[src/rtl/mem_arbiter.sv]
// mem_arbiter: lets the instruction fetch port and the data port share one
// single-port memory. Each access runs the fixed sequence
// IDLE -> ISSUE -> WAIT -> RESP, so one access completes every MEM_LAT+3 cycles.
// Optional feature: define MEM_ARB_RR_EN for round-robin arbitration.
// Without it, the data port always wins.
module mem_arbiter #(
    parameter int ADDR_W  = 30,
    parameter int DATA_W  = 32,
    parameter int MEM_LAT = 2
) (
    input  logic              clk,
    input  logic              rst_n,
    input  logic              if_req,
    input  logic [ADDR_W-1:0] if_addr,
    output logic              if_ack,
    output logic [DATA_W-1:0] if_rdata,
    output logic              if_stall,
    input  logic              dm_req,
    input  logic              dm_we,
    input  logic [ADDR_W-1:0] dm_addr,
    input  logic [DATA_W-1:0] dm_wdata,
    output logic              dm_ack,
    output logic [DATA_W-1:0] dm_rdata,
    output logic              dm_stall,
    output logic              mem_en,
    output logic              mem_we,
    output logic [ADDR_W-1:0] mem_addr,
    output logic [DATA_W-1:0] mem_wdata,
    input  logic [DATA_W-1:0] mem_rdata,
    output logic              busy
);

    localparam int CNT_W = 4;
    localparam logic [CNT_W-1:0] CNT_LOAD = CNT_W'(MEM_LAT - 1);

    typedef enum logic [1:0] {IDLE, ISSUE, WAIT, RESP} state_t;

    state_t           state;
    state_t           next_state;
    logic [CNT_W-1:0] cnt;
    logic             owner_dm;
    logic             any_req;
    logic             grant_dm;

    assign any_req = if_req | dm_req;

`ifdef MEM_ARB_RR_EN
    // last_if = 1 means the fetch port took the most recent grant.
    // Its reset value makes the data port win the first tie.
    logic last_if;

    assign grant_dm = dm_req & (~if_req | last_if);

    // Round-robin pointer: remember which port took each grant
    always_ff @(posedge clk or negedge rst_n) begin
        if (!rst_n) begin
            last_if <= 1'b1;
        end else if (state == IDLE && any_req) begin
            last_if <= ~grant_dm;
        end
    end
`else
    assign grant_dm = dm_req;
`endif

    // Stalls are the only combinational input-to-output paths
    assign if_stall = if_req & ~if_ack;
    assign dm_stall = dm_req & ~dm_ack;
    assign busy     = (state != IDLE);

    // State register
    always_ff @(posedge clk or negedge rst_n) begin
        if (!rst_n) begin
            state <= IDLE;
        end else begin
            state <= next_state;
        end
    end

    // Next-state logic for the fixed access sequence
    always_comb begin
        next_state = state;
        case (state)
            IDLE:    if (any_req) next_state = ISSUE;
            ISSUE:   next_state = WAIT;
            WAIT:    if (cnt == '0) next_state = RESP;
            RESP:    next_state = IDLE;
            default: next_state = IDLE;
        endcase
    end

    // Datapath: latch the winner in IDLE, strobe in ISSUE,
    // count down in WAIT, then capture read data and raise ack
    always_ff @(posedge clk or negedge rst_n) begin
        if (!rst_n) begin
            cnt       <= '0;
            owner_dm  <= 1'b0;
            mem_en    <= 1'b0;
            mem_we    <= 1'b0;
            mem_addr  <= '0;
            mem_wdata <= '0;
            if_ack    <= 1'b0;
            dm_ack    <= 1'b0;
            if_rdata  <= '0;
            dm_rdata  <= '0;
        end else begin
            mem_en <= 1'b0;
            if_ack <= 1'b0;
            dm_ack <= 1'b0;
            case (state)
                IDLE: begin
                    if (any_req) begin
                        mem_en   <= 1'b1;
                        owner_dm <= grant_dm;
                        mem_addr <= grant_dm ? dm_addr : if_addr;
                        mem_we   <= grant_dm & dm_we;
                        if (grant_dm) begin
                            mem_wdata <= dm_wdata;
                        end
                    end
                end
                ISSUE: begin
                    cnt <= CNT_LOAD;
                end
                WAIT: begin
                    if (cnt != '0) begin
                        cnt <= cnt - CNT_W'(1);
                    end else begin
                        if (!mem_we) begin
                            if (owner_dm) begin
                                dm_rdata <= mem_rdata;
                            end else begin
                                if_rdata <= mem_rdata;
                            end
                        end
                        dm_ack <= owner_dm;
                        if_ack <= ~owner_dm;
                    end
                end
                default: begin
                end
            endcase
        end
    end

endmodule

[config.mk]
export PLATFORM = sky130hd
export DESIGN_NAME = mem_arbiter
export DESIGN_NICKNAME = d
export VERILOG_FILES = /design/src/rtl/mem_arbiter.sv
export SDC_FILE = /design/constraint.sdc
export NUM_CORES = 1
export LEC_CHECK = 0
export CAP_MARGIN = 20
export CORE_MARGIN = 8
export CORE_UTILIZATION = 41
export DETAILED_ROUTE_END_ITERATION = 12
export GPL_ROUTABILITY_DRIVEN = 1
export PLACE_DENSITY = 0.8
export SYNTH_ARGS = -nofsm -noshare
export SYNTH_HDL_FRONTEND = slang
export SYNTH_SLANG_ARGS = --single-unit
[constraint.sdc]
create_clock -name clk -period 1.99 [get_ports clk]
set_input_delay 0.398 -clock clk [delete_from_list [all_inputs] [get_ports clk]]
set_output_delay 0.398 -clock clk [all_outputs]
set_load 0.02 [all_outputs]
==> run summary <==
The count of yosys warnings during synthesis was 0; the insertion delay of the later-clocked pin in the worst-skew pair was 0.41 ns. The horizontal extent of the die works out to 133.3 um. The number of antenna repair diodes was 0. The number of setup buffers added after CTS is 0.

Setup repair after global routing could not meet its margin everywhere. Once detail routing completed, the nets flagged for antenna violations numbered 0. Buffers inserted during clock tree synthesis total 17. No sink is reached through more buffers than the 2 on the longest clock path.

The aggregate routed wire length came out at 17.02 mm. The shortest period the worst path allows is 1.956 ns, and the aggregate global routing overflow is 0. The average via count per standard cell came out at 4.810. In this run the most critical hold path is launched from mem_addr[21].

Ratio of cells with drive above 1 in the final layout: 0.2183. The core region is 13670 um^2. The tools report the post-route cell area as 9241 um^2. The run gives 4 as the length of the first detailed-routing pass in iterations. In this run the worst hold path is classified as reg -> reg. The run gives 4.133 nW as the static leakage. The run gives 0.008622 ns as the final clock skew. The synthesized flop and latch total was 137; the sequential-to-total area share from yosys stat was 0.6078.

The clock drives 137 sinks. After clock tree synthesis, the clock-pin slew on the worst setup and hold paths is 0.06 ns. For the worst setup path, the data required time is 2.27 ns. The count of final hold-check violations was 0; the synthesized instance count was 390. Yosys mapped the design onto 30 distinct sky130hd cell types. Measured in cells, the most critical reg-to-reg path has a length of 7. At the end of routability-driven placement, the weighted congestion stood at 0.7850. The cell area that synthesis handed to floorplanning was 5640 um^2.

The final period utilization is 0.9830, and the share of total power in combinational logic is 0.470. STA classifies the critical path startpoint as a flop. The worst reg2reg path startpoint is state[0]. The internal portion of the total power is 10.48 mW. The tree is rooted in a clkbuf_16.

The worst setup margin is 0.03391 ns, and the pin count of the biggest net entering global routing is 58. The routed layout has 4127 vias. The maximum vdd drop is 775.4 uV, and the count of final setup violators is 0. Pin placement for this block handled 262 I/O pins. The fraction of power consumed by the clock network was 0.216. The tools report the DRC violations left as 0. The flow ran to the end, and the final reports show no timing, DRC or antenna violations. The most used flip-flop cell after synthesis is dfrtp_1. Max capacitance violation total: 0. The worst setup path is captured at a flop.

The cell row count was 43; the mean area per synthesized cell was 14.46 um^2. The endpoint identified for the worst register-to-register timing path is dm_rdata[18]. At the placement stage, the worst setup path has a slack of -0.01825 ns.

During placement, the flow inserted port buffers numbering 261. The finished layout holds 858 standard cells, fillers aside. The minimum setup slack among reg-to-reg paths was 0.03 ns. The tools report the total routing resource utilization after global routing as 0.1891. The final net count is 799, and the fraction of synthesized cell area taken by the top area cell type is 0.6078.

The fraction of registers with async set or reset after synthesis is 1.000. The tools report the end-of-flow core utilization as 0.6763. The H-tree generated during clock tree synthesis spans 4 levels.

In the final routed layout, each cell accounts on average for 19.84 um. Cell taking the most area after synthesis: dfrtp_1. The headroom to the max-slew limit was 0.6137; the transition time at the pin with the least slew margin was 0.5794 ns. The vertical die dimension came out at 133.3 um. The most common cell in the synthesized netlist is dfrtp_1. The critical path in this run is classified as reg -> reg. The synthesized design contains 0 enable-type register cells. The net count of the mapped netlist was 524; the signal arrival time at the worst endpoint was 2.24 ns.

The run gives 0.313 as the sequential share of power. Initial standard-cell utilization of the core: 0.4127. Ranked by instance count, the synthesized netlist is headed by dfrtp_1, mux2_2, nand2_1. The final count of pins violating max slew was 0; the initial antenna violation count was 0. The area growth from synthesis to layout was 63.84%; the via count of the first global-routing pass was 4599.

After synthesis, the cell types taking the most area are dfrtp_1, mux2_2, mux2_4. In this run the cell area measured after placement is 8546 um^2. The number of cells on the worst hold path works out to 2.

The tools report the terminating pin of the worst hold path as mem_addr[21]. The tools report the fmax as 0.5112 GHz. For this design the ratio of total power to cell area is 1735 nW/um^2. Once detailed placement completed, the half-perimeter wirelength came to 12.78 mm. The net switching power is 5.556 mW.

TritonCTS built the clock tree. Largest driver fanout on the critical path: 32. The first global-routing pass estimated 26.04 mm of wire. The overall die area came out at 17770 um^2. After detailed placement, the design holds a cell count of 824.

The DRC violation total after the first TritonRoute iteration is 177. The net switching share of the total power is 0.3465.
==> final cells by class <==
| type | instances | area, um^2 |
|---|---|---|
| clock buffer | 22 | 464.2 |
| clock inverter | 10 | 188.9 |
| fill | 993 | 4424 |
| inverter | 7 | 26.28 |
| multi-input combinational | 224 | 2056 |
| sequential | 137 | 3428 |
| tap | 180 | 225.2 |
| timing repair buffer | 278 | 2853 |
==> metal layers <==
layer	global-route usage	vias up	routed length, um
li1	-	1903	-
met1	0.2108	2021	6718
met5	0	-	0
met4	0.06800	0	215
met3	0.07831	17	1484
met2	0.3181	186	8603
==> placed cells by master, fill, tap and decap left out, drive strengths merged, types with 2 or more instances in the layout <==
master         instances
nand3                  2
inv                    9
ha                     5
nor2                   3
dfrtp                137
mux2                  97
clkbuf                23
buf                   17
nand2                 37
clkdlybuf4s50        256
bufinv                 5
mux2i                 33
dlygate4sd2            3
o21ai                 32
clkinv                 2
nor2b                  2
==> state kept, by name, summed over array words and instances, names as in the netlist <==
register and count:
mem_addr 30, dm_ack 1, state 2, dm_rdata 32
mem_wdata 32, if_ack 1, mem_we 1, cnt 4
if_rdata 32, owner_dm 1, mem_en 1
==> worst max-delay path: stages (launching register included) <==
cell      delay, ns
dfrtp_1        0.37
inv_1          0.07
ha_1           0.22
buf_4          0.17
and4bb_2       0.24
nand3b_1       0.13
buf_12         0.23
mux2_2         0.38
==> cells by family after synthesis <==
family	Yosys count	synth area share
adders and majority gates	5	0.01109
AOI/OAI and AO/OA	37	0.03505
DFF	137	0.6078
buffers and inverters	29	0.03194
muxes	130	0.2722
and+or+nand+nor	52	0.04193
==> power by group through the flow <==
stage,Combinational [mW],Clock (mW),Sequential [mW]
finish,7.54,3.47,5.03
global route,7.97,3.65,5.17
global placement,7.40,0,4.93
floorplan,2.19,0,6.55
CTS,7.60,3.54,5.02
detailed placement,7.56,0,5.04
==> repair_timing <==
| item | CTS | global route |
|---|---|---|
| gates resized for setup | 3 | 3 |
| endpoints found under the hold margin | 51 | 0 |
| endpoints found under the setup margin | 3 | 47 |
| gates cloned | 0 | 1 |
| hold buffers | 1 | 0 |
==> worst max path at each step <==
stage | startpoint | endpoint | slack, ns | cells after the start
6_report | state[0] | dm_rdata[18] | 0.03 | 7
4_1_cts | cnt[0] | if_rdata[20] | 0.02 | 6
5_1_grt | cnt[0] | state[1] | -0.02 | 5
2_1_floorplan | state[0] | if_rdata[10] | 0.15 | 8
3_5_place_dp | if_req | if_stall | -0.02 | 3
3_3_place_gp | if_req | if_stall | -0.03 | 3
==> metrics by stage <==
| step | hold slack, ns | TNS (ns) | total power, mW |
|---|---|---|---|
| after floorplan | 0.1024 | 0 | 8.732 |
| after global placement | 0.4094 | -0.03009 | 12.33 |
| after detailed placement | 0.4169 | -0.01825 | 12.60 |
| after CTS | 0.4820 | 0 | 16.16 |
| after global routing | 0.5031 | -0.06647 | 16.80 |
| final | 0.4739 | 0 | 16.04 |
No activity file was read; power rests on OpenSTA's default activity.
